`config.mk`:
```
export PLATFORM = sky130hd
export DESIGN_NAME = fault_inject_pipe
export DESIGN_NICKNAME = d
export VERILOG_FILES = /design/src/rtl/fip_pkg.sv /design/src/rtl/fip_misr.sv /design/src/rtl/fault_inject_pipe.sv
export SDC_FILE = /design/constraint.sdc
export NUM_CORES = 1
export LEC_CHECK = 0
export CORE_MARGIN = 3
export CORE_UTILIZATION = 49
export DETAILED_ROUTE_END_ITERATION = 16
export GPL_ROUTABILITY_DRIVEN = 0
export HOLD_SLACK_MARGIN = 0.15
export PLACE_DENSITY_LB_ADDON = 0.2
export SLEW_MARGIN = 20
export SYNTH_ARGS = -nofsm -noshare
export SYNTH_HDL_FRONTEND = slang
export SYNTH_HIERARCHICAL = 1
export SYNTH_SLANG_ARGS = --single-unit
```
`constraint.sdc`:
```
create_clock -name clk -period 2.6 [get_ports clk]
set_clock_uncertainty 0.15 [all_clocks]
set_input_delay 0.78 -clock clk [delete_from_list [all_inputs] [get_ports clk]]
set_output_delay 0.78 -clock clk [all_outputs]
set_load 0.1 [all_outputs]
```
`src/rtl/fip_pkg.sv`:
```
// fip_pkg: shared layer encodings, fault configuration record and lane rotate helper.
package fip_pkg;
    localparam logic [1:0] LAYER_IN = 2'd0;
    localparam logic [1:0] LAYER_A  = 2'd1;
    localparam logic [1:0] LAYER_B  = 2'd2;
    localparam logic [1:0] LAYER_C  = 2'd3;

    // bit_idx is wide enough for any legal WIDTH; indices >= WIDTH never match a lane
    typedef struct packed {
        logic       en;
        logic [1:0] layer;
        logic [6:0] bit_idx;
        logic       val;
    } fault_cfg_t;

    function automatic logic [63:0] rotl_k(input logic [63:0] v, input int w, input int k);
        rotl_k = '0;
        for (int i = 0; i < 64; i++)
            if (i < w) rotl_k[i] = v[(i + k) % w];
    endfunction
endpackage

```
`src/rtl/fip_misr.sv`:
```
// fip_misr: multiple-input signature register with saturating vector counter; clear beats compaction.
module fip_misr #(
    parameter int               WIDTH = 16,
    parameter logic [WIDTH-1:0] POLY  = WIDTH'(16'h002D),
    parameter int               CNT_W = 16
) (
    input  logic             clk,
    input  logic             rst_n,
    input  logic             i_clr,
    input  logic             i_en,
    input  logic [WIDTH-1:0] i_data,
    output logic [WIDTH-1:0] o_sig,
    output logic [CNT_W-1:0] o_cnt
);
    logic [WIDTH-1:0] r_sig;
    logic [CNT_W-1:0] r_cnt;

    always_ff @(posedge clk or negedge rst_n) begin
        if (!rst_n) begin
            r_sig <= '0;
            r_cnt <= '0;
        end else if (i_clr) begin
            r_sig <= '0;
            r_cnt <= '0;
        end else if (i_en) begin
            r_sig <= {r_sig[WIDTH-2:0], 1'b0} ^ (r_sig[WIDTH-1] ? POLY : '0) ^ i_data;
            r_cnt <= (&r_cnt) ? r_cnt : r_cnt + CNT_W'(1);
        end
    end

    assign o_sig = r_sig;
    assign o_cnt = r_cnt;
endmodule

```
`src/rtl/fault_inject_pipe.sv`:
```
// fault_inject_pipe: three-stage gate-cone pipeline with a single stuck-at fault
// override on any layer/lane, valid/ready streaming and MISR output compaction.
module fault_inject_pipe
    import fip_pkg::*;
#(
    parameter int               WIDTH     = 16,
    parameter logic [WIDTH-1:0] MISR_POLY = WIDTH'(16'h002D),
    parameter int               CNT_W     = 16
) (
    input  logic                     clk,
    input  logic                     rst_n,
    input  logic                     in_valid,
    output logic                     in_ready,
    input  logic [WIDTH-1:0]         in_data,
    output logic                     out_valid,
    input  logic                     out_ready,
    output logic [WIDTH-1:0]         out_data,
    input  logic                     cfg_load,
    output logic                     cfg_ready,
    input  logic                     fault_en,
    input  logic [1:0]               fault_layer,
    input  logic [$clog2(WIDTH)-1:0] fault_bit,
    input  logic                     fault_val,
    input  logic                     sig_clr,
    output logic [WIDTH-1:0]         signature,
    output logic [CNT_W-1:0]         vec_cnt
);
    fault_cfg_t       r_cfg;
    logic             r_v1, r_v2, r_v3;
    logic [WIDTH-1:0] r_x1, r_b2, r_out;
    logic             w_stall;
    logic [WIDTH-1:0] w_x_raw, w_a_raw, w_b_raw, w_c_raw;
    logic [WIDTH-1:0] w_x, w_a, w_b, w_c;

    assign w_stall   = r_v3 & ~out_ready;
    assign in_ready  = ~w_stall;
    assign cfg_ready = ~(r_v1 | r_v2 | r_v3 | in_valid);
    assign out_valid = r_v3;
    assign out_data  = r_out;

    assign w_x_raw = in_data;
    assign w_a_raw = r_x1 & ~WIDTH'(rotl_k(64'(r_x1), WIDTH, 1));
    assign w_b_raw = ~(w_a & WIDTH'(rotl_k(64'(r_x1), WIDTH, 2)));
    assign w_c_raw = ~(r_b2 ^ WIDTH'(rotl_k(64'(r_b2), WIDTH, 1)));

    for (genvar i = 0; i < WIDTH; i++) begin : g_lane
        logic w_hit;
        assign w_hit  = r_cfg.en && (r_cfg.bit_idx == 7'(i));
        assign w_x[i] = (w_hit && r_cfg.layer == LAYER_IN) ? r_cfg.val : w_x_raw[i];
        assign w_a[i] = (w_hit && r_cfg.layer == LAYER_A)  ? r_cfg.val : w_a_raw[i];
        assign w_b[i] = (w_hit && r_cfg.layer == LAYER_B)  ? r_cfg.val : w_b_raw[i];
        assign w_c[i] = (w_hit && r_cfg.layer == LAYER_C)  ? r_cfg.val : w_c_raw[i];
    end

    // every stage freezes together while the consumer back-pressures
    always_ff @(posedge clk or negedge rst_n) begin
        if (!rst_n) begin
            r_cfg <= '0;
            r_v1  <= 1'b0;
            r_v2  <= 1'b0;
            r_v3  <= 1'b0;
            r_x1  <= '0;
            r_b2  <= '0;
            r_out <= '0;
        end else begin
            if (cfg_load && cfg_ready)
                r_cfg <= '{en: fault_en, layer: fault_layer, bit_idx: 7'(fault_bit), val: fault_val};
            if (!w_stall) begin
                r_v1  <= in_valid;
                r_x1  <= w_x;
                r_v2  <= r_v1;
                r_b2  <= w_b;
                r_v3  <= r_v2;
                r_out <= w_c;
            end
        end
    end

    fip_misr #(.WIDTH(WIDTH), .POLY(MISR_POLY), .CNT_W(CNT_W)) u_misr (
        .clk   (clk),
        .rst_n (rst_n),
        .i_clr (sig_clr),
        .i_en  (r_v3 & out_ready),
        .i_data(r_out),
        .o_sig (signature),
        .o_cnt (vec_cnt)
    );
endmodule
```
## After elaboration in Yosys (flattened, before gate mapping)

Cells that the tools add are included.

- Logic and storage cells: 204
- Bits of input ports: 30
- Output and inout port bits: 51
- Flip-flop bits (word level): 91

- Add/sub/neg operators: 1
- Bitwise logic cells: 16
- Eq/ne operators: 19
- Reductions and logical operators: 86
- Multiplexer cells: 70

Operators with widths:

| cell | count |
|---|---|
| $logic_and A1 B1 Y1 | 81 |
| $mux W16 | 5 |
| $mux W1 | 64 |
| $not A16 Y16 | 3 |
| $xor A16 B16 Y16 | 3 |
| $and A16 B16 Y16 | 2 |
| $eq A4 B4 Y1 const B | 8 |
| $add A16 B1 Y16 const B | 1 |
| $eq A4 B3 Y1 const B | 4 |
| $reduce_and A16 Y1 | 1 |
| $eq A4 B2 Y1 const B | 2 |
| $logic_not A7 Y1 | 1 |
| $mux W6 | 1 |
| $eq A2 B2 Y1 const B | 2 |
| $eq A4 B1 Y1 const B | 1 |
| $not A1 Y1 | 3 |
| $or A1 B1 Y1 | 3 |
| $and A1 B1 Y1 | 2 |
| $eq A2 B1 Y1 const B | 1 |
| $logic_not A2 Y1 | 1 |
| $ne A2 B2 Y1 const B | 1 |
| $reduce_and A2 Y1 | 1 |
| $reduce_bool A2 Y1 | 1 |

## Longest topological paths before layout

Gate-level depths: netlist of run 1.

- Depth after elaboration: 7
- Mapped depth: 8
- Mapped depth without buffers: 5

## By module

The synthesis of run 1 kept the hierarchy.

Modules (own cells, without submodules):

| module | cells each | seq. area each (µm²) | instances | area each (µm²) |
|---|---|---|---|---|
| fault_inject_pipe | 390 | 1476.4 | 1 | 3678.5 |
| fip_misr | 166 | 800.8 | 1 | 1642.8 |

## Worst setup path before layout of run 1

Ideal clock, no wire load.

- Path type: reg2reg
- From: reg r_v3, in the netlist out_valid
- To: reg r_cfg[9] (netlist bit)
- Setup time: 0.128 ns
- Buffers on the path: 0
- Period minus slack after synthesis: 3.792 ns
- Data arrival time: 3.515 ns
- Required time: 2.322 ns
- Path slack: -1.192 ns
- Cell stages (with the launch flop): 4
- Cell sequence: dfrtp_1 -> nor4_2 -> nand2_2 -> mux2_1

- Word-level cells in the longest chain between the ends: 4

Ends and longest elaborated chain:

| item | line | text |
|---|---|---|
| start, declared | fault_inject_pipe.sv:29 | `logic r_v1, r_v2, r_v3;` |
| start signal, assigned | fault_inject_pipe.sv:73 | `r_v3 <= r_v2;` |
| $or A1 B1 Y1 (2 in a row) | fault_inject_pipe.sv:37 | `assign cfg_ready = ~(r_v1 \| r_v2 \| r_v3 \| in_valid);` |
| $not A1 Y1 | fault_inject_pipe.sv:37 |  |
| via cfg_ready | fault_inject_pipe.sv:19 | `output logic cfg_ready,` |
| $logic_and A1 B1 Y1 | fault_inject_pipe.sv:66 | `if (cfg_load && cfg_ready)` |
| end signal, assigned | fault_inject_pipe.sv:67 | `r_cfg <= '{en: fault_en, layer: fault_layer, bit_idx: 7'(fault_bit), val: fault_val};` |
| end, declared | fault_inject_pipe.sv:28 | `fault_cfg_t r_cfg;` |

The timed path passes the listed nets, and every way through them passes these cells.
A chain may end at the register's enable or synchronous reset.

## Final worst setup path of run 1

- From: in in_valid
- To: out cfg_ready

- Word-level cells in the longest chain between the ends: 2

Ends and longest elaborated chain:

| item | line | text |
|---|---|---|
| start, declared | fault_inject_pipe.sv:12 | `input logic in_valid,` |
| $or A1 B1 Y1 | fault_inject_pipe.sv:37 |  |
| $not A1 Y1 | fault_inject_pipe.sv:37 |  |
| end, declared | fault_inject_pipe.sv:19 |  |

No other way between the ends.

==> out/results.txt, run 1 <==
Run status - finished, final reports clean
CTS clk-pin slew, worst paths - 0.08 ns
Synthesized area - 5321 sq um
WL per Instance - 19.05 microns
Pwr Total - 7188 uW
DRT iter0 DRCs - 525
Vert. Die Dim - 110.2 microns
FF-to-FF End - u_misr/o_cnt[1]
FP Rows - 37
Syn Inst Count - 556
Vias - 4,910
Min Tclk post-route - 2.508 ns
Global route total overflow - 0
Largest net degree at the start of global routing - 71
Max Clk Rate - 398.7 MHz
Port bufs - 80
Vias in the first global route - 4,826
Synth Flop Type - dfrtp_1
CP arrival - 1.58 ns
Worst Path Max Fanout - 2
Die area - 12,150 sq um
Slowest library cell on the worst path - nor4_4
Initial antenna violation count - 0
Sink Count - 91
Area contributors post-synth - dfrtp_1 (43%), xnor2_1 (6.3%), nor2_1 (4.0%)
FFs w/ async S/R, synth - 1.000
R2R depth - 6
Worst-skew pair later-pin latency - 0.36 ns
Core box area - 10,460 sq um
Htree depth - 3
Req. time, crit path - 1.67 ns
Crit path largest cell delay - 0.31 ns
Startpoint types - input pin
Met2 wire length - 6962 microns
Hold WC Path Type - in -> async
Syn Area/Cell - 9.571 sq um
PwrDens - 1108 nW/um^2
Peak supply drop - 0.7773 mV
Via/cell ratio - 6.360
Metal1 wirelength - 6136 microns
DRT Pass-1 Iters - 6
DRC Markers - 0
Crit path capture type - output pin
Warnings, synthesis - 6
Top Family by Delay on Critical Path - buffers and inverters
TritonCTS clock tree - done
Post-synth EDFFs - 0
Most common cell after layout, fill and taps aside - dfrtp_1
R2r setup slk - 0.35 ns
Post-route ant nets - 0
First-pass GRT wire length - 23,900 microns
CP Cell Sequence - dlygate4sd2_1, nor4_4, buf_12
Synth cell types - 59
Hold Fails Final Rpt - 0
Ports - 81
Met3 WL - 1104 microns
RSZ-0062 raised after global routing - false
Synth area leader - dfrtp_1
CTS buffer count - 9
Hold slack final - 0.2249 ns
Sequential fraction of the synthesis area - 0.4279
Mapped Nets - 587
Post-synth top area share - 0.4279
CP bufs+invs - 2
Gr usage total - 0.2512
Area Growth Syn to Fin - 21.89%
Leak pwr - 0.002423 uW
Max-Cap Viols - 0
Critical path class - in -> out
RR Startpoint - u_misr/o_cnt[0]
Worst relative slew slack - 0.4152
Max layer used - met4
Layout cells sized above 1 - 0.2280
Worst-margin pin slew - 0.8772 ns
Final Cycle Share - 0.9646
Starting Density - 0.5086
Most frequent cells in the layout - dfrtp_1 (85), buf_4 (82), nor2_1 (57)
Flops & latches, synth - 91
Placed wire-length estimate - 10,310 microns
Die width - 110.2 microns
WL final - 14,710 microns
Final setup viols - 0
Max Root-Sink Buffers - 2
Root buf cell - clkbuf_8
Inserted Diodes - 0
Fin nets - 664
Slew Viols, Final - 0
[worst max-delay path by stage]
| stage | start | end | cells after the start |
|---|---|---|---|
| floorplan | out_valid | r_cfg[9] | 3 |
| global placement | out_ready | u_misr/o_cnt[15] | 6 |
| detailed placement | out_ready | u_misr/o_cnt[13] | 6 |
| CTS | in_valid | cfg_ready | 3 |
| global route | in_valid | cfg_ready | 3 |
| finish | in_valid | cfg_ready | 3 |
[sequential cells by signal, indices dropped and copies added, names as in the netlist]
name	count
u_misr/o_sig	16
r_cfg	8
r_v2	1
r_v1	1
out_valid	1
u_misr/o_cnt	16
r_x1	16
r_b2	16
out_data	16
[where the power goes]
group | internal, uW | switching [uW] | total (uW) | leakage, uW
registers | 1800 | 592 | 2390 | 0.00105
clock network | 458 | 473 | 931 | 0.0000950
logic | 1260 | 2610 | 3860 | 0.00127
[kinds of logic after synthesis]
group	count (synthesis)	share of synthesized area
AND/OR/NAND/NOR	183	0.2097
AO/OA/AOI/OAI	163	0.2104
flip-flops	91	0.4279
buffers and inverters	66	0.05878
XOR/XNOR	39	0.06419
multiplexers	13	0.02657
adder cells (fa/ha/maj)	1	0.002351
[worst register-to-register path: stages (launching register included)]
cell,delay [ns]
dfrtp_2,0.36
ha_1,0.16
nand4_1,0.17
o41ai_2,0.81
buf_4,0.25
mux2i_1,0.17
nor2_1,0.06
[metrics by stage]
step	TNS (ns)	utilization	cells	worst slack, ns	cell area [sq um]
after floorplan	-1.300	-	556	-0.1544	5359
final	0	0.6199	772	0.09212	6486
after detailed placement	-3.282	0.6015	757	-0.3107	6294
after CTS	0	0.6199	772	0.07689	6486
after global routing	0	0.6199	772	0.05134	6486
after global placement	-2.232	0.6008	757	-0.2555	6286
[area by class of cell]
cell class,count,area [sq um]
inverters,14,52.55
multi-input cells,399,2750
repair buffers,118,1045
fillers,909,3976
clock inverters,3,40.04
clock buffers,11,141.4
well taps,136,170.2
flip-flops and latches,91,2287
[synth_stat cells (all sizes together), types with 3 or more instances]
library cell / n
dfrtp: 91
nor2: 57
xnor2: 38
nand3: 36
o21ai: 36
a31oi: 32
buf: 27
clkbuf: 25
or3b: 19
a41oi: 17
o41ai: 17
a211oi: 14
inv: 14
o211ai: 12
nand2: 11
a21oi: 9
mux2: 9
nand4: 8
o22ai: 8
o2bb2ai: 8
o31ai: 5
or3: 5
or4: 5
and4: 4
mux2i: 4
nor2b: 4
o2111ai: 4
nand2b: 3
nand4b: 3
nand4bb: 3
nor4: 3
or4b: 3
[timing repair]
action                     4_1_cts  5_1_grt
setup endpoints to repair        2        0
gates resized for setup          4        0
buffers inserted                 1        0
hold buffers                     0        0
[per-layer routing]
metal	up-vias	global-route usage
li1	2263	-
met1	2359	0.3152
met5	-	0
met4	0	0.1275
met3	46	0.03320
met2	242	0.4246
Power figures use the tool's default switching activity.
==> run 2: changes to the inputs <==
--- a/config.mk
+++ b/config.mk
@@ -6,7 +6,7 @@
 export NUM_CORES = 1
 export LEC_CHECK = 0
 export CORE_MARGIN = 3
-export CORE_UTILIZATION = 49
+export CORE_UTILIZATION = 44
 export DETAILED_ROUTE_END_ITERATION = 16
 export GPL_ROUTABILITY_DRIVEN = 0
 export HOLD_SLACK_MARGIN = 0.15
==> constraint.sdc (replaced) <==
create_clock -name clk -period 3 [get_ports clk]
set_clock_uncertainty 0.15 [all_clocks]
set_input_delay 0.9 -clock clk [delete_from_list [all_inputs] [get_ports clk]]
set_output_delay 0.9 -clock clk [all_outputs]
set_load 0.1 [all_outputs]
==> run 2 against run 1 <==
Net effect: register-to-register slack better by 0.29 ns; sequential power is 10% lower; die area up 11%; highest routed layer unchanged; flip-flop and latch count unchanged; global-route usage shrank 1.9 points; count of clock-buffer cells in the layout did not move; largest cell class unchanged; core utilization is 6.6 points lower; worst setup slack got worse by 0.040 ns; clock power rose by 26%; cell area fell by 0.77%; via count down 1.4%; wire length is 2.1% higher.
==> out/results.txt, run 2 (synthesized netlist as in run 1, its figures left out) <==
Max Clk Rate - 339.3 MHz
P_sw - 3264 uW
Critical path class - in -> out
Crit path largest cell delay - 0.46 ns
FP Rows - 39
Max-Cap Viols - 0
Worst relative slew slack - 0.2814
Min Tclk post-route - 2.948 ns
Area Growth Syn to Fin - 20.95%
CP Cell Sequence - clkdlybuf4s50_1, nor4_4, buf_12
Root buf cell - clkbuf_16
Final setup viols - 0
Ports - 81
Peak supply drop - 0.7565 mV
RSZ-0062 raised after global routing - false
Gr usage total - 0.2323
Post-route ant nets - 0
Non-Filler Instances - 764
CP arrival - 1.90 ns
Final Cycle Share - 0.9825
DRC Markers - 0
Vias - 4,840
Run status - finished, final reports clean
Sink Count - 91
Post-CTS setup repair buffer count - 0
Slowest library cell on the worst path - clkdlybuf4s50_1
TritonCTS clock tree - done
Placed wire-length estimate - 10,110 microns
Dpl cells - 749
Pwr Total - 6504 uW
Port bufs - 80
Worst-margin pin slew - 1.078 ns
CTS clk-pin slew, worst paths - 0.07 ns
DRT iter0 DRCs - 618
Initial antenna violation count - 0
Most frequent cells in the layout - dfrtp_1 (90), buf_4 (71), nor2_1 (57)
WL final - 15,020 microns
Req. time, crit path - 1.95 ns
Post-CTS Hold Buffers - 0
Top Family by Delay on Critical Path - buffers and inverters
Htree depth - 3
Layout Utilization - 0.5542
Vert. Die Dim - 116.0 microns
Comb power frac - 0.491
Hold WC Path Type - reg -> reg
Layout cells sized above 1 - 0.2029
First-pass GRT wire length - 24,460 microns
Via/cell ratio - 6.335
Most common cell after layout, fill and taps aside - dfrtp_1
Leak pwr - 0.002377 uW
Starting Density - 0.4582
Clock network power share - 0.180
Die width - 116.0 microns
Inserted Diodes - 0
Slew Viols, Final - 0
DRT Pass-1 Iters - 6
Switching share of power - 0.5018
Worst Path Max Fanout - 2
Crit path capture type - output pin
PwrDens - 1011 nW/um^2
Vias in the first global route - 4,721
Sequential Power Share - 0.330
CP bufs+invs - 2
CTS buffer count - 9
Internal cell power - 3240 uW
Fin nets - 648
Die area - 13,450 sq um
WL per Instance - 19.66 microns
Core box area - 11,610 sq um
Global route total overflow - 0
Hold Fails Final Rpt - 0
Worst-skew pair later-pin latency - 0.35 ns
Startpoint types - input pin
Max Root-Sink Buffers - 2
Largest net degree at the start of global routing - 84
## run 2: changes by cell type in the layout (fill, tap and decap cells not counted), sizes merged
cell / previous run / this run
buf: 90 / 74
clkdlybuf4s50: 26 / 28
clkinv: 2 / 1
clkinvlp: 0 / 2
dlygate4sd2: 2 / 0
## run 2: path summary, 6_finish.rpt
path | from | endpoint | slack, ns | cells past startpoint
max | in_valid | cfg_ready | 0.05 | 3
min reg2reg | r_x1[10] | r_b2[8] | 0.37 | 1
max in group asynchronous | rst_n | r_x1[2] | 1.53 | 2
min | r_x1[10] | r_b2[8] | 0.37 | 1
min in group asynchronous | rst_n | u_misr/o_sig[7] | 0.42 | 1
max reg2reg | r_cfg[2] | r_x1[1] | 0.64 | 4
## run 2: metal layers
| layer | GRT usage | vias up | share of wire |
|---|---|---|---|
| li1 | - | 2236 | - |
| met1 | 0.3059 | 2301 | 0.42 |
| met2 | 0.3644 | 263 | 0.46 |
| met3 | 0.04386 | 40 | 0.087 |
| met4 | 0.1214 | 0 | 0.036 |
| met5 | 0 | - | 0 |
## run 2: layout make-up
class	instances	area, sq um
clock buffers	11	252.7
flip-flops and latches	91	2278
repair buffers	102	873.3
clock inverters	4	50.05
inverters	14	52.55
fillers	1036	5177
well taps	143	178.9
multi-input cells	399	2750
## run 2: power groups by stage
| stage | registers, uW | logic (uW) | clock network (uW) |
|---|---|---|---|
| after detailed placement | 2150 | 3160 | 0 |
| after floorplan | 2880 | 1650 | 0 |
| after CTS | 2130 | 3170 | 1190 |
| after global routing | 2210 | 3400 | 1240 |
| final | 2140 | 3190 | 1170 |
| after global placement | 2130 | 3130 | 0 |
## run 2: per-stage QoR
step | worst slack [ns] | area [sq um] | TNS [ns] | hold slack [ns]
after floorplan | -0.07678 | 5331 | -0.07678 | 0.3170
after global placement | 0.007146 | 6123 | 0 | 0.3610
after detailed placement | -0.01471 | 6123 | -0.01471 | 0.3568
after CTS | 0.01344 | 6426 | 0 | 0.3676
after global routing | 0.01891 | 6436 | 0 | 0.4122
final | 0.05242 | 6436 | 0 | 0.3696
## run 2: worst reg2reg max path: cells and delay by family (launching register included)
kind | cells | cell delay [ns]
AO/OA/AOI/OAI | 2 | 0.38
AND/OR/NAND/NOR | 1 | 0.61
flip-flops | 1 | 0.72
buffers and inverters | 1 | 0.34
## run 2: what timing repair did
item	CTS	global route
setup endpoints to repair	1	1
gates resized for setup	0	1
pin swaps	1	0
